--- src/rtl/sipo_pkg.sv ---
// Shared constants and helpers for the serial-in/parallel-out deserializer.
package sipo_pkg;

  localparam int MSB_FIRST = 0;
  localparam int LSB_FIRST = 1;

  // Counter width for a word of w bits; never narrower than one bit.
  function automatic int cnt_width(input int w);
    int n;
    n = $clog2(w);
    return (n < 1) ? 1 : n;
  endfunction

endpackage

--- src/rtl/sipo_shift_core.sv ---
// Direction-selectable shift register with word-framing bit counter.
module sipo_shift_core
  import sipo_pkg::*;
#(
  parameter int WIDTH     = 4,
  parameter int LSB_FIRST = MSB_FIRST,
  localparam int CW       = cnt_width(WIDTH)
) (
  input  logic             clock,
  input  logic             reset,
  input  logic             clear,
  input  logic             din,
  input  logic             din_en,
  output logic [WIDTH-1:0] sr,
  output logic [CW-1:0]    bit_cnt,
  output logic             word_done
);

  localparam logic [CW-1:0] LAST_BIT = CW'(WIDTH - 1);

  logic [WIDTH-1:0] r_sr;
  logic [WIDTH-1:0] w_sr_next;
  logic [CW-1:0]    r_cnt;
  logic             w_last;

  assign w_sr_next = (LSB_FIRST == sipo_pkg::LSB_FIRST) ? {din, r_sr[WIDTH-1:1]}
                                                         : {r_sr[WIDTH-2:0], din};
  assign w_last    = (r_cnt == LAST_BIT);
  assign word_done = din_en && !clear && w_last;

  always_ff @(posedge clock or posedge reset) begin
    if (reset) begin
      r_sr  <= '0;
      r_cnt <= '0;
    end else if (clear) begin
      r_sr  <= '0;
      r_cnt <= '0;
    end else if (din_en) begin
      r_sr  <= w_sr_next;
      // Explicit wrap so non-power-of-two widths frame correctly.
      r_cnt <= w_last ? '0 : r_cnt + 1'b1;
    end
  end

  assign sr      = r_sr;
  assign bit_cnt = r_cnt;

endmodule

--- src/rtl/sipo_deserializer.sv ---
// Parametrised SIPO deserializer: shift core plus valid/ready word capture and sticky overrun.
module sipo_deserializer
  import sipo_pkg::*;
#(
  parameter int WIDTH     = 4,
  parameter int LSB_FIRST = MSB_FIRST,
  localparam int CW       = cnt_width(WIDTH)
) (
  input  logic             clock,
  input  logic             reset,
  input  logic             clear,
  input  logic             din,
  input  logic             din_en,
  output logic [WIDTH-1:0] shift_q,
  output logic [WIDTH-1:0] qout,
  output logic             out_valid,
  input  logic             out_ready,
  output logic [CW-1:0]    bit_cnt,
  output logic             overrun
);

  logic [WIDTH-1:0] w_sr;
  logic [WIDTH-1:0] w_word;
  logic             w_word_done;
  logic             w_can_load;
  logic [WIDTH-1:0] r_qout;
  logic             r_valid;
  logic             r_overrun;

  sipo_shift_core #(
    .WIDTH    (WIDTH),
    .LSB_FIRST(LSB_FIRST)
  ) u_core (
    .clock    (clock),
    .reset    (reset),
    .clear    (clear),
    .din      (din),
    .din_en   (din_en),
    .sr       (w_sr),
    .bit_cnt  (bit_cnt),
    .word_done(w_word_done)
  );

  // The captured word includes the bit arriving on the completing edge.
  assign w_word     = (LSB_FIRST == sipo_pkg::LSB_FIRST) ? {din, w_sr[WIDTH-1:1]}
                                                          : {w_sr[WIDTH-2:0], din};
  assign w_can_load = !r_valid || out_ready;

  always_ff @(posedge clock or posedge reset) begin
    if (reset) begin
      r_qout    <= '0;
      r_valid   <= 1'b0;
      r_overrun <= 1'b0;
    end else if (clear) begin
      r_qout    <= '0;
      r_valid   <= 1'b0;
      r_overrun <= 1'b0;
    end else if (w_word_done) begin
      if (w_can_load) begin
        r_qout  <= w_word;
        r_valid <= 1'b1;
      end else begin
        r_overrun <= 1'b1;
      end
    end else if (r_valid && out_ready) begin
      r_valid <= 1'b0;
    end
  end

  assign shift_q   = w_sr;
  assign qout      = r_qout;
  assign out_valid = r_valid;
  assign overrun   = r_overrun;

endmodule

--- config.mk ---
export PLATFORM = sky130hd
export DESIGN_NAME = sipo_deserializer
export DESIGN_NICKNAME = d
export VERILOG_FILES = /design/src/rtl/sipo_pkg.sv /design/src/rtl/sipo_shift_core.sv /design/src/rtl/sipo_deserializer.sv
export SDC_FILE = /design/constraint.sdc
export NUM_CORES = 1
export LEC_CHECK = 0
export CAP_MARGIN = 20
export CORE_MARGIN = 3
export CORE_UTILIZATION = 40
export DETAILED_ROUTE_END_ITERATION = 16
export PLACE_DENSITY = 0.7
export RECOVER_POWER = 50
export SYNTH_ARGS = -nofsm -noshare
export SYNTH_HDL_FRONTEND = slang
export SYNTH_SLANG_ARGS = --single-unit
--- constraint.sdc ---
create_clock -name clock -period 2.15 [get_ports clock]
set_clock_uncertainty 0.1 [all_clocks]
set_input_delay 0.43 -clock clock [delete_from_list [all_inputs] [get_ports clock]]
set_output_delay 0.43 -clock clock [all_outputs]
set_load 0.1 [all_outputs]
### After elaboration in Yosys (flattened, before gate mapping)

Cells that the tools add are included.

| storage, ports and cells | value |
|---|---|
| bits in registers | 12 |
| input bits | 6 |

| cells by class | value |
|---|---|
| add/subtract/negate cells | 1 |
| eq/ne operators | 3 |
| multiplexer cells | 15 |
| reductions and logical operators | 13 |

Operators by type and width:

| cell | number |
|---|---|
| $mux W4 | 5 |
| $mux W1 | 7 |
| $mux W2 | 3 |
| $reduce_and A2 Y1 | 3 |
| $reduce_bool A2 Y1 | 3 |
| $logic_and A1 B1 Y1 | 3 |
| $ne A3 B3 Y1 const B | 1 |
| $reduce_bool A3 Y1 | 1 |
| $add A2 B1 Y2 const B | 1 |
| $eq A2 B2 Y1 const B | 1 |
| $logic_not A1 Y1 | 2 |
| $ne A2 B2 Y1 const B | 1 |
| $logic_or A1 B1 Y1 | 1 |

### Logic depth before layout (Yosys ltp)

Gate-level depths: netlist (run 1).

| depth | value |
|---|---|
| depth after elaboration | 5 |
| depth in mapped cells | 4 |
| gate-level depth less buffers | 4 |

### Hierarchy

Synthesis (run 1) repeated with hierarchy kept, for this count alone.

| second synthesis, totals | value |
|---|---|
| cells, all modules | 51 |
| area, all modules | 575.6 µm² |

By module, submodules not included:

| module | times used | cells each | area each (µm²) |
|---|---|---|---|
| sipo_deserializer | 1 | 27 | 297.8 |
| sipo_shift_core | 1 | 24 | 277.8 |

### Least setup slack after synthesis (run 1)

OpenSTA, ideal clock, no wires.

| timing | value |
|---|---|
| path type | flip-flop to flip-flop |
| start point | register u_core.r_cnt[0] (netlist: u_core.bit_cnt[0]) |
| end point | register r_qout[1] (netlist: qout[1]) |
| arrival | 1.711 ns |
| setup slack | 0.259 ns |
| cell stages (with the launch flop) | 5 |
| clock period less this slack | 1.891 ns |
| cells stage by stage | dfrtp_1 -> ha_1 -> nand2_4 -> nor2_8 -> mux2i_1 |

| on the way | value |
|---|---|
| longest elaborated chain between the ends | 4 |

RTL lines:

| element | RTL line | RTL |
|---|---|---|
| from (decl) | sipo_shift_core.sv:23 | `logic [CW-1:0] r_cnt;` |
| from (signal assigned) | sipo_shift_core.sv:41 | `r_cnt <= w_last ? '0 : r_cnt + 1'b1;` |
| $eq A2 B2 Y1 | sipo_shift_core.sv:28 | `assign w_last = (r_cnt == LAST_BIT);` |
| $logic_and A1 B1 Y1 | sipo_shift_core.sv:29 | `assign word_done = din_en && !clear && w_last;` |
| $reduce_bool A2 Y1 (no line) | n/a |  |
| $reduce_and A2 Y1 (no line) | n/a |  |
| to (signal assigned) | sipo_deserializer.sv:60 | `r_qout <= w_word;` |
| to (decl) | sipo_deserializer.sv:26 | `logic [WIDTH-1:0] r_qout;` |

No other way between the ends.
A chain may end at the register's enable or synchronous reset.

### Final worst setup path (run 1)

| timing | value |
|---|---|
| start point | input port din_en |
| end point | register r_qout[0] (netlist: qout[0]) |

| on the way | value |
|---|---|
| longest elaborated chain between the ends | 4 |

RTL lines:

| element | RTL line | RTL |
|---|---|---|
| from (decl) | sipo_deserializer.sv:13 | `input logic din_en,` |
| $logic_and A1 B1 Y1 (2 in series) | sipo_shift_core.sv:29 |  |
| $reduce_bool A2 Y1 (no line) | n/a |  |
| $reduce_and A2 Y1 (no line) | n/a |  |

No other way between the ends.

==> run_summary.xml, run 1 <==
<?xml version="1.0" encoding="UTF-8"?>
<metrics>
  <group name="synthesis">
    <metric name="postSynthCellCount" unit="">49</metric>
    <metric name="synthesis.area_per_instance" unit="um^2">11.8</metric>
    <metric name="ys_async_sr_fraction" unit="%">100</metric>
    <metric name="cell_types_occupying_the_most_area_after_synthesis" unit="">sky130_fd_sc_hd__dfrtp_1, sky130_fd_sc_hd__mux2i_1, sky130_fd_sc_hd__nand2b_1</metric>
    <metric name="post-synth-top-area-cell" unit="">sky130_fd_sc_hd__dfrtp_1</metric>
    <metric name="synthesis.area" unit="um^2">581</metric>
    <metric name="syn-num-nets" unit="">56</metric>
    <metric name="synthDominantCellAreaShare" unit="%">51.7</metric>
    <metric name="synth_enable_flop_cells" unit="">0</metric>
    <metric name="synth.distinct_cells" unit="">14</metric>
    <metric name="most_instantiated_library_cell_after_synthesis" unit="">sky130_fd_sc_hd__dfrtp_1</metric>
    <metric name="synth.top_cells.by_count" unit="">sky130_fd_sc_hd__dfrtp_1, sky130_fd_sc_hd__mux2i_1, sky130_fd_sc_hd__nand2b_1, sky130_fd_sc_hd__nor2_1</metric>
    <metric name="yosys_warnings" unit="">0</metric>
    <metric name="ys_ff_latch" unit="">12</metric>
    <metric name="synth-seq-area-share" unit="%">51.7</metric>
    <metric name="synth_flop_cell" unit="">sky130_fd_sc_hd__dfrtp_1</metric>
  </group>
  <group name="timing">
    <metric name="final.setup.tns" unit="ps">0</metric>
    <metric name="final.min_clock_period" unit="ps">1610</metric>
    <metric name="timing.hold.ws" unit="ps">420</metric>
    <metric name="grt_setup_unrepaired" unit="">no</metric>
    <metric name="final.period_utilization" unit="%">75.1</metric>
    <metric name="fin_ws" unit="ps">536</metric>
    <metric name="fmaxAchievable" unit="GHz">0.620</metric>
    <metric name="worst_slew_margin_rel" unit="%">64.2</metric>
    <metric name="tightestPinTransition" unit="ps">539</metric>
    <metric name="finalHoldViolations" unit="">0</metric>
    <metric name="final-max-slew-violation-count" unit="">0</metric>
    <metric name="timing.final.setup_violations" unit="">0</metric>
  </group>
  <group name="setup_path">
    <metric name="critPathCaptureType" unit="">flip-flop</metric>
    <metric name="critical_path.cell_chain" unit="">dlygate4sd3_1, nand2_4, nor2_8, mux2i_1</metric>
    <metric name="timing.critical_path.max_delay_family" unit="">buffers and inverters</metric>
    <metric name="worst-path-buf-inv" unit="">1</metric>
    <metric name="cp_max_fo" unit="">10</metric>
    <metric name="cp.required" unit="ps">2240</metric>
    <metric name="worst_path_largest_cell_delay" unit="ps">820</metric>
    <metric name="regToRegSetupSlack" unit="ps">850</metric>
    <metric name="critPathArrivalTime" unit="ps">1700</metric>
    <metric name="critPathLaunchType" unit="">primary input</metric>
    <metric name="crit_type" unit="">in2reg</metric>
    <metric name="critical_path.slowest_cell" unit="">sky130_fd_sc_hd__dlygate4sd3_1</metric>
  </group>
  <group name="cts">
    <metric name="clockRootBuffer" unit="">sky130_fd_sc_hd__clkbuf_4</metric>
    <metric name="cts_sinks" unit="">12</metric>
    <metric name="postCtsSetupBuffers" unit="">0</metric>
    <metric name="cts_tree" unit="">done</metric>
    <metric name="h_tree_lvls" unit="">1</metric>
    <metric name="clock_insertion_delay_worst_skew" unit="ps">260</metric>
    <metric name="cts-resized-gates" unit="">0</metric>
    <metric name="worst_setup_hold_path_clk_slew" unit="ps">70</metric>
    <metric name="number_of_clock_buffers_inserted_by_tritoncts" unit="">3</metric>
    <metric name="cts.hold.buffers_added" unit="">0</metric>
    <metric name="cts.path.max_buffers" unit="">2</metric>
  </group>
  <group name="floorplanning">
    <metric name="die_x" unit="um">44.1</metric>
    <metric name="fp.dieArea" unit="mm^2">0.00194</metric>
    <metric name="io_pins" unit="">18</metric>
    <metric name="floorplan.die.height" unit="um">44.1</metric>
    <metric name="floorplan.core_area" unit="mm^2">0.00133</metric>
    <metric name="effective_utilization_at_floorplan" unit="%">43.5</metric>
    <metric name="rows" unit="">13</metric>
  </group>
  <group name="global_routing">
    <metric name="number_of_global_route_vias_before_repair" unit="">392</metric>
    <metric name="track_usage" unit="%">12.0</metric>
    <metric name="largest_net_degree_at_the_start_of_global_routing" unit="">17</metric>
    <metric name="grt_first_pass_wirelength" unit="um">1700</metric>
    <metric name="sum_of_overflow_across_all_layers_after_global_routing" unit="">0</metric>
    <metric name="grt_antenna_before_repair" unit="">0</metric>
  </group>
  <group name="finish">
    <metric name="drive_gt1_share" unit="%">28.4</metric>
    <metric name="layout.nets" unit="">76</metric>
    <metric name="layout.filler_cells" unit="">124</metric>
    <metric name="layout-area-overhead-vs-synth" unit="%">26.7</metric>
    <metric name="finish.cell_count_without_fillers" unit="">82</metric>
    <metric name="post_route_core_utilization" unit="%">55.2</metric>
    <metric name="antenna_cells_inserted" unit="">0</metric>
  </group>
  <group name="routing">
    <metric name="drt.antenna.violating_nets" unit="">0</metric>
    <metric name="post-route-drc-count" unit="">0</metric>
    <metric name="via_count_of_the_routed_design" unit="">387</metric>
    <metric name="detail_route.iter0.violations" unit="">4</metric>
    <metric name="tritonroute_pass_1_iters" unit="">4</metric>
    <metric name="routed_via_density" unit="">4.72</metric>
    <metric name="route.final.wire_length" unit="um">971</metric>
    <metric name="detail_route.wl_per_cell" unit="um">11.8</metric>
  </group>
  <group name="power_and_ir_drop">
    <metric name="cellPowerDensity" unit="mW/mm^2">621</metric>
    <metric name="worst_ir_drop_vdd" unit="V">0.000387</metric>
    <metric name="power_leakage" unit="nW">0.368</metric>
  </group>
  <group name="outcome">
    <metric name="result_of_the_run" unit="">finished clean</metric>
  </group>
  <group name="placed_design">
    <metric name="buffer_ports.inserted" unit="">17</metric>
    <metric name="post-place-cells" unit="">79</metric>
    <metric name="finalWeightedCongestion" unit="">0.676</metric>
    <metric name="post-dp-hpwl" unit="um">769</metric>
    <metric name="dp_slack" unit="ps">326</metric>
  </group>
  <group name="flow_run">
    <metric name="max-cap-violations" unit="">0</metric>
  </group>
  <group name="hold_path">
    <metric name="hold_path_class" unit="">reg2reg</metric>
  </group>
</metrics>
cells by family after synthesis:
family | after synthesis | share of synthesized area [%]
AOI/OAI and AO/OA | 3 | 2.80
adders and majority gates | 1 | 2.15
and+or+nand+nor | 20 | 23.7
buffers and inverters | 4 | 4.09
DFF | 12 | 51.7
muxes | 9 | 15.5
layout by cell type (no fill, tap or decap):
master and instances:
sky130_fd_sc_hd__a31oi_1 1, sky130_fd_sc_hd__nor3b_2 1, sky130_fd_sc_hd__a21oi_1 2, sky130_fd_sc_hd__nor2_8 1, sky130_fd_sc_hd__buf_4 8, sky130_fd_sc_hd__clkbuf_4 3
sky130_fd_sc_hd__clkdlybuf4s50_1 3, sky130_fd_sc_hd__dlygate4sd3_1 2, sky130_fd_sc_hd__nand2_4 1, sky130_fd_sc_hd__nand2b_1 8, sky130_fd_sc_hd__nor2_1 8, sky130_fd_sc_hd__ha_1 1
sky130_fd_sc_hd__inv_1 2, sky130_fd_sc_hd__mux2i_1 9, sky130_fd_sc_hd__clkbuf_2 4, sky130_fd_sc_hd__nor2b_4 1, sky130_fd_sc_hd__dfrtp_1 12
report_power, final:
part / internal (mW) / switching, mW / leakage (nW)
registers: 0.231 / 0.00506 / 0.165
logic: 0.0256 / 0.0616 / 0.189
clock network: 0.0646 / 0.0690 / 0.0138
state kept, by name (all words and copies together) (netlist names):
register,flops
out_valid,1
overrun,1
qout,4
u_core.bit_cnt,2
u_core.sr,4
path summary, 6_finish.rpt:
check / from / endpoint / cells after the start
max: din_en / qout[0] / 4
min: overrun / overrun / 2
max reg2reg: u_core.bit_cnt[0] / qout[0] / 4
min reg2reg: overrun / overrun / 2
max in group asynchronous: reset / qout[3] / 2
min in group asynchronous: reset / u_core.sr[2] / 2
per-layer routing:
layer / vias up / routed length [um] / track usage (%)
li1: 198 / - / -
met1: 176 / 437 / 15.7
met2: 13 / 477 / 18.0
met3: 0 / 55 / 2.44
met4: 0 / 0 / 7.23
met5: - / 0 / 0
worst reg2reg max path, cell delays in order, from the launching register on:
cell,delay (ps)
sky130_fd_sc_hd__dfrtp_1,400
sky130_fd_sc_hd__ha_1,290
sky130_fd_sc_hd__nand2_4,90
sky130_fd_sc_hd__nor2_8,150
sky130_fd_sc_hd__mux2i_1,200
cell type report:
class                           instances  area, um^2  area share (%)
Clock buffer                            3        22.5            3.06
Inverter                                2        7.51            1.02
Multi-Input combinational cell         33         256            34.9
Sequential cell                        12         300            40.8
Tap cell                               15        18.8            2.55
Timing Repair Buffer                   17         130            17.7
through the flow:
| stage | total power, mW | instance area [um^2] |
|---|---|---|
| floorplan | 0.306 | 581 |
| global placement | 0.328 | 723 |
| detailed placement | 0.330 | 723 |
| CTS | 0.462 | 746 |
| global route | 0.479 | 736 |
| finish | 0.457 | 736 |
Power figures use the tool's default switching activity.
==> inputs of run 2 (changes only) <==
--- a/config.mk
+++ b/config.mk
@@ -7,9 +7,9 @@
 export LEC_CHECK = 0
 export CAP_MARGIN = 20
 export CORE_MARGIN = 3
-export CORE_UTILIZATION = 40
+export CORE_UTILIZATION = 39
 export DETAILED_ROUTE_END_ITERATION = 16
-export PLACE_DENSITY = 0.7
+export PLACE_DENSITY = 0.71
 export RECOVER_POWER = 50
 export SYNTH_ARGS = -nofsm -noshare
 export SYNTH_HDL_FRONTEND = slang
==> constraint.sdc (replaced) <==
create_clock -name clock -period 1.4 [get_ports clock]
set_clock_uncertainty 0.1 [all_clocks]
set_input_delay 0.28 -clock clock [delete_from_list [all_inputs] [get_ports clock]]
set_output_delay 0.28 -clock clock [all_outputs]
set_load 0.1 [all_outputs]
==> run 2 against run 1 <==
Count of clock-buffer cells in the layout up 1. Sequential power increased by 58%. Final cell count grew 6.1%. Critical path type is now reg2out.
==> run_summary.xml, run 2 (synthesis gave the netlist of run 1 again) <==
<?xml version="1.0" encoding="UTF-8"?>
<metrics>
  <group name="routing">
    <metric name="route.final.wire_length" unit="um">1050</metric>
    <metric name="post-route-drc-count" unit="">0</metric>
    <metric name="routed_via_density" unit="">4.76</metric>
    <metric name="detail_route.wl_per_cell" unit="um">12.1</metric>
    <metric name="via_count_of_the_routed_design" unit="">414</metric>
    <metric name="tritonroute_pass_1_iters" unit="">4</metric>
    <metric name="drt.antenna.violating_nets" unit="">0</metric>
    <metric name="detail_route.iter0.violations" unit="">5</metric>
  </group>
  <group name="cts">
    <metric name="worst_setup_hold_path_clk_slew" unit="ps">70</metric>
    <metric name="cts.hold.buffers_added" unit="">0</metric>
    <metric name="number_of_clock_buffers_inserted_by_tritoncts" unit="">3</metric>
    <metric name="clockRootBuffer" unit="">sky130_fd_sc_hd__clkbuf_4</metric>
    <metric name="h_tree_lvls" unit="">1</metric>
    <metric name="cts-resized-gates" unit="">0</metric>
    <metric name="postCtsSetupBuffers" unit="">0</metric>
    <metric name="cts_sinks" unit="">12</metric>
    <metric name="cts.path.max_buffers" unit="">2</metric>
    <metric name="cts_tree" unit="">done</metric>
    <metric name="clock_insertion_delay_worst_skew" unit="ps">270</metric>
  </group>
  <group name="global_routing">
    <metric name="largest_net_degree_at_the_start_of_global_routing" unit="">13</metric>
    <metric name="grt_first_pass_wirelength" unit="um">1850</metric>
    <metric name="number_of_global_route_vias_before_repair" unit="">423</metric>
    <metric name="grt_antenna_before_repair" unit="">0</metric>
    <metric name="sum_of_overflow_across_all_layers_after_global_routing" unit="">0</metric>
    <metric name="track_usage" unit="%">13.4</metric>
  </group>
  <group name="setup_path">
    <metric name="timing.critical_path.max_delay_family" unit="">flip-flops</metric>
    <metric name="critical_path.cell_chain" unit="">buf_12</metric>
    <metric name="critPathLaunchType" unit="">flip-flop</metric>
    <metric name="critical_path.slowest_cell" unit="">sky130_fd_sc_hd__dfrtp_4</metric>
    <metric name="worst-path-buf-inv" unit="">1</metric>
    <metric name="critPathArrivalTime" unit="ps">980</metric>
    <metric name="crit_type" unit="">reg2out</metric>
    <metric name="critPathCaptureType" unit="">primary output</metric>
    <metric name="worst_path_largest_cell_delay" unit="ps">520</metric>
    <metric name="regToRegSetupSlack" unit="ps">170</metric>
    <metric name="cp_max_fo" unit="">4</metric>
    <metric name="cp.required" unit="ps">1020</metric>
  </group>
  <group name="floorplanning">
    <metric name="floorplan.die.height" unit="um">44.6</metric>
    <metric name="die_x" unit="um">44.6</metric>
    <metric name="rows" unit="">13</metric>
    <metric name="io_pins" unit="">18</metric>
    <metric name="effective_utilization_at_floorplan" unit="%">43.0</metric>
    <metric name="fp.dieArea" unit="mm^2">0.00199</metric>
    <metric name="floorplan.core_area" unit="mm^2">0.00135</metric>
  </group>
  <group name="power_and_ir_drop">
    <metric name="power.share.clock" unit="%">33.3</metric>
    <metric name="power.total" unit="mW">0.804</metric>
    <metric name="comb_power_share" unit="%">20.5</metric>
    <metric name="power_leakage" unit="nW">0.424</metric>
    <metric name="cellPowerDensity" unit="mW/mm^2">839</metric>
    <metric name="power_switching_share" unit="%">27.4</metric>
    <metric name="power.switching" unit="mW">0.220</metric>
    <metric name="seqPwrFrac" unit="%">46.2</metric>
    <metric name="p_int" unit="mW">0.584</metric>
    <metric name="worst_ir_drop_vdd" unit="V">0.000587</metric>
  </group>
  <group name="finish">
    <metric name="drive_gt1_share" unit="%">38.9</metric>
    <metric name="layout-area-overhead-vs-synth" unit="%">65.1</metric>
    <metric name="seq_area" unit="um^2">309</metric>
    <metric name="layout.filler_cells" unit="">106</metric>
    <metric name="finish.cell_count_without_fillers" unit="">87</metric>
    <metric name="layout.nets" unit="">80</metric>
    <metric name="most-common-layout-cells" unit="">sky130_fd_sc_hd__buf_12, sky130_fd_sc_hd__mux2i_1, sky130_fd_sc_hd__dfrtp_1, sky130_fd_sc_hd__nor2_1, sky130_fd_sc_hd__nand2b_1</metric>
    <metric name="layout_commonest_cell" unit="">sky130_fd_sc_hd__buf_12</metric>
    <metric name="antenna_cells_inserted" unit="">0</metric>
    <metric name="final_cell_area_excluding_filler_cells" unit="um^2">958</metric>
    <metric name="multiInputGateArea" unit="um^2">269</metric>
  </group>
  <group name="timing">
    <metric name="worst_slew_margin_rel" unit="%">70.6</metric>
    <metric name="fin_ws" unit="ps">44.0</metric>
    <metric name="final.period_utilization" unit="%">96.9</metric>
    <metric name="finalHoldViolations" unit="">0</metric>
    <metric name="final.min_clock_period" unit="ps">1360</metric>
    <metric name="timing.final.setup_violations" unit="">0</metric>
    <metric name="fmaxAchievable" unit="GHz">0.737</metric>
    <metric name="tightestPinTransition" unit="ps">441</metric>
    <metric name="grt_setup_unrepaired" unit="">no</metric>
    <metric name="final-max-slew-violation-count" unit="">0</metric>
    <metric name="final.setup.tns" unit="ps">0</metric>
  </group>
  <group name="placed_design">
    <metric name="post-dp-hpwl" unit="um">811</metric>
    <metric name="postPlaceCellArea" unit="um^2">925</metric>
    <metric name="buffer_ports.inserted" unit="">17</metric>
    <metric name="dp_slack" unit="ps">-66.8</metric>
    <metric name="post-place-cells" unit="">83</metric>
    <metric name="finalWeightedCongestion" unit="">0.680</metric>
  </group>
  <group name="hold_path">
    <metric name="hold_path_class" unit="">in2async</metric>
  </group>
  <group name="outcome">
    <metric name="result_of_the_run" unit="">finished clean</metric>
  </group>
  <group name="flow_run">
    <metric name="max-cap-violations" unit="">0</metric>
  </group>
</metrics>
==> run 2: changes by cell type in the layout (fill, tap and decap cells not counted), sizes merged <==
cell	change
dlygate4sd3	-1
buf	+7
clkdlybuf4s50	+1
clkbuf	-2
==> run 2: path summary, 6_finish.rpt <==
| check | to | startpoint | depth (start not counted) |
|---|---|---|---|
| min reg2reg | overrun | overrun | 2 |
| min | u_core.bit_cnt[1] | reset | 2 |
| max | bit_cnt[0] | u_core.bit_cnt[0] | 1 |
| max reg2reg | qout[0] | u_core.bit_cnt[0] | 4 |
| max in group asynchronous | u_core.bit_cnt[0] | reset | 2 |
| min in group clock | overrun | overrun | 2 |
==> run 2: layout make-up <==
cell class / count / area share [%]
Timing Repair Buffer: 21 / 33.2
Sequential cell: 12 / 32.2
Multi-Input combinational cell: 33 / 28.1
Clock buffer: 4 / 3.79
Tap cell: 15 / 1.96
Inverter: 2 / 0.783
==> run 2: power groups by stage <==
stage	clock [mW]	combinational, mW	sequential, mW
floorplan	0	0.0440	0.433
global placement	0	0.166	0.379
detailed placement	0	0.167	0.379
CTS	0.281	0.167	0.372
global route	0.293	0.174	0.374
finish	0.268	0.164	0.372
==> run 2: stage by stage <==
step	hold slack (ps)	utilization [%]
after floorplan	44.7	-
after global placement	458	68.5
after detailed placement	476	68.5
after CTS	211	71.2
after global routing	366	71.0
final	338	71.0
==> run 2: metal layers <==
| layer | up-vias | GRT usage (%) | part of all wire (%) |
|---|---|---|---|
| met5 | - | 0 | 0 |
| met4 | 0 | 9.04 | 2.4 |
| met3 | 4 | 6.10 | 6.0 |
| met2 | 11 | 18.6 | 43 |
| met1 | 191 | 16.4 | 49 |
| li1 | 208 | - | - |
==> inputs of run 3 (changes only) <==
==> constraint.sdc (replaced) <==
create_clock -name clock -period 1.12 [get_ports clock]
set_clock_uncertainty 0.1 [all_clocks]
set_input_delay 0.224 -clock clock [delete_from_list [all_inputs] [get_ports clock]]
set_output_delay 0.224 -clock clock [all_outputs]
set_load 0.1 [all_outputs]
==> run 3 against run 2 <==
The run now ends with negative setup slack left. Combinational power rose by 55%. Sequential cell count did not move. Count of clock-buffer cells in the layout did not move. Critical path type unchanged. Critical endpoint is now bit_cnt[1]. Largest cell class unchanged.
==> run_summary.xml, run 3 (synthesis gave the netlist of run 1 again) <==
<?xml version="1.0" encoding="UTF-8"?>
<metrics>
  <group name="power_and_ir_drop">
    <metric name="power.total" unit="mW">0.989</metric>
    <metric name="worst_ir_drop_vdd" unit="V">0.000749</metric>
    <metric name="cellPowerDensity" unit="mW/mm^2">919</metric>
    <metric name="power_leakage" unit="nW">0.481</metric>
  </group>
  <group name="placed_design">
    <metric name="finalWeightedCongestion" unit="">0.750</metric>
    <metric name="post-dp-hpwl" unit="um">944</metric>
    <metric name="post-place-cells" unit="">86</metric>
    <metric name="dp_slack" unit="ps">-389</metric>
    <metric name="buffer_ports.inserted" unit="">17</metric>
  </group>
  <group name="setup_path">
    <metric name="cp_max_fo" unit="">2</metric>
    <metric name="critPathArrivalTime" unit="ps">1040</metric>
    <metric name="cp.required" unit="ps">800</metric>
    <metric name="timing.critical_path.max_delay_family" unit="">flip-flops</metric>
    <metric name="critPathLaunchType" unit="">flip-flop</metric>
    <metric name="worst-path-buf-inv" unit="">2</metric>
    <metric name="rr_endpoint" unit="">qout[0]</metric>
    <metric name="crit_type" unit="">reg2out</metric>
    <metric name="critical_path.slowest_cell" unit="">sky130_fd_sc_hd__dfrtp_4</metric>
    <metric name="critPathCaptureType" unit="">primary output</metric>
    <metric name="critical_path.cell_chain" unit="">buf_6, buf_12</metric>
    <metric name="worstRegToRegCells" unit="">5</metric>
    <metric name="regToRegSetupSlack" unit="ps">-160</metric>
    <metric name="critical_r2r_launch" unit="">u_core.bit_cnt[0]</metric>
    <metric name="worst_path_largest_cell_delay" unit="ps">490</metric>
  </group>
  <group name="finish">
    <metric name="finish.cell_count_without_fillers" unit="">99</metric>
    <metric name="drive_gt1_share" unit="%">52.4</metric>
    <metric name="most-common-layout-cells" unit="">sky130_fd_sc_hd__buf_12, sky130_fd_sc_hd__buf_4, sky130_fd_sc_hd__mux2i_1, sky130_fd_sc_hd__nor2_1, sky130_fd_sc_hd__nand2b_1</metric>
    <metric name="multiInputGateArea" unit="um^2">273</metric>
    <metric name="seq_area" unit="um^2">318</metric>
    <metric name="layout.nets" unit="">92</metric>
    <metric name="layout-area-overhead-vs-synth" unit="%">85.3</metric>
    <metric name="post_route_core_utilization" unit="%">79.7</metric>
    <metric name="layout.filler_cells" unit="">81</metric>
    <metric name="antenna_cells_inserted" unit="">0</metric>
    <metric name="layout_commonest_cell" unit="">sky130_fd_sc_hd__buf_12</metric>
  </group>
  <group name="cts">
    <metric name="cts_sinks" unit="">12</metric>
    <metric name="cts.path.max_buffers" unit="">2</metric>
    <metric name="cts_tree" unit="">done</metric>
    <metric name="worst_setup_hold_path_clk_slew" unit="ps">70</metric>
    <metric name="clock_insertion_delay_worst_skew" unit="ps">270</metric>
    <metric name="h_tree_lvls" unit="">1</metric>
    <metric name="clockRootBuffer" unit="">sky130_fd_sc_hd__clkbuf_4</metric>
    <metric name="number_of_clock_buffers_inserted_by_tritoncts" unit="">3</metric>
  </group>
  <group name="routing">
    <metric name="top_signal_layer_used" unit="">met4</metric>
    <metric name="route.final.wire_length" unit="um">1260</metric>
    <metric name="tritonroute_pass_1_iters" unit="">4</metric>
    <metric name="route.layer.met1.wl" unit="um">508</metric>
    <metric name="detail_route.iter0.violations" unit="">6</metric>
    <metric name="detail_route.wl_per_cell" unit="um">12.7</metric>
    <metric name="detailroute.wirelength.met3" unit="um">71</metric>
    <metric name="via_count_of_the_routed_design" unit="">484</metric>
    <metric name="drt.antenna.violating_nets" unit="">0</metric>
    <metric name="detailed_routed_wire_length_on_met2" unit="um">656</metric>
    <metric name="post-route-drc-count" unit="">0</metric>
    <metric name="routed_via_density" unit="">4.89</metric>
  </group>
  <group name="timing">
    <metric name="final-max-slew-violation-count" unit="">0</metric>
    <metric name="tightestPinTransition" unit="ps">633</metric>
    <metric name="final.min_clock_period" unit="ps">1370</metric>
    <metric name="timing.final.setup_violations" unit="">20</metric>
    <metric name="timing.hold.ws" unit="ps">289</metric>
    <metric name="grt_setup_unrepaired" unit="">yes</metric>
    <metric name="worst_slew_margin_rel" unit="%">57.8</metric>
    <metric name="finalHoldViolations" unit="">0</metric>
    <metric name="fmaxAchievable" unit="GHz">0.732</metric>
    <metric name="final.period_utilization" unit="%">122</metric>
    <metric name="fin_ws" unit="ps">-246</metric>
  </group>
  <group name="floorplanning">
    <metric name="die_x" unit="um">44.6</metric>
    <metric name="effective_utilization_at_floorplan" unit="%">43.0</metric>
    <metric name="fp.dieArea" unit="mm^2">0.00199</metric>
    <metric name="floorplan.core_area" unit="mm^2">0.00135</metric>
    <metric name="rows" unit="">13</metric>
    <metric name="floorplan.die.height" unit="um">44.6</metric>
    <metric name="io_pins" unit="">18</metric>
  </group>
  <group name="global_routing">
    <metric name="largest_net_degree_at_the_start_of_global_routing" unit="">13</metric>
    <metric name="number_of_global_route_vias_before_repair" unit="">520</metric>
    <metric name="sum_of_overflow_across_all_layers_after_global_routing" unit="">0</metric>
    <metric name="track_usage" unit="%">15.8</metric>
    <metric name="grt_first_pass_wirelength" unit="um">2140</metric>
    <metric name="grt_antenna_before_repair" unit="">0</metric>
  </group>
  <group name="outcome">
    <metric name="violations" unit="">negative setup slack</metric>
    <metric name="result_of_the_run" unit="">finished with violations</metric>
  </group>
  <group name="flow_run">
    <metric name="max-cap-violations" unit="">0</metric>
  </group>
  <group name="hold_path">
    <metric name="hold_path_class" unit="">in2async</metric>
  </group>
</metrics>
==> run 3: changes by cell type in the layout (fill, tap and decap cells not counted), sizes merged <==
cell	previous run	this run
dlygate4sd3	1	0
buf	15	27
dlygate4sd2	0	1
==> run 3: repair_timing <==
action,CTS,global route
pin swaps,2,1
buffers inserted,7,2
resized for setup,5,1
endpoints found under the setup margin,22,20
cloned,0,0
hold buffers,0,0
==> run 3: power by group <==
part           internal (mW)  switching (mW)
clock network          0.138           0.140
logic                  0.116           0.138
registers              0.447         0.00968
==> run 3: routing by layer <==
layer	global-route usage [%]	up-vias
met5	0	-
met1	17.0	237
met2	25.2	13
li1	-	230
met4	9.04	0
met3	7.32	4
==> run 3: how the worst max path moves through the flow <==
stage                       from           endpoint  cells past startpoint
2_1_floorplan  u_core.bit_cnt[0]            qout[1]                      4
3_5_place_dp              din_en  u_core.bit_cnt[0]                      5
5_1_grt        u_core.bit_cnt[1]         bit_cnt[1]                      2
4_1_cts        u_core.bit_cnt[0]         bit_cnt[0]                      2
3_3_place_gp              din_en  u_core.bit_cnt[0]                      5
6_report       u_core.bit_cnt[1]         bit_cnt[1]                      2
==> run 3: worst min-delay path, cell delays in order <==
cell and delay [ps]:
sky130_fd_sc_hd__clkdlybuf4s50_1 390, sky130_fd_sc_hd__inv_1 50, sky130_fd_sc_hd__clkbuf_1 480
==> run 3: final cells by class <==
cell class | count | share of cell area (%)
inverters | 2 | 0.698
clock buffers | 4 | 2.44
well taps | 15 | 1.74
repair buffers | 33 | 40.2
flip-flops and latches | 12 | 29.5
multi-input cells | 33 | 25.3
==> run 3: through the flow <==
| step | setup TNS [ps] | instance area, um^2 |
|---|---|---|
| after floorplan | -1960 | 611 |
| after global placement | -3570 | 968 |
| after detailed placement | -4000 | 968 |
| after CTS | -2460 | 1060 |
| after global routing | -3260 | 1080 |
| final | -2330 | 1080 |
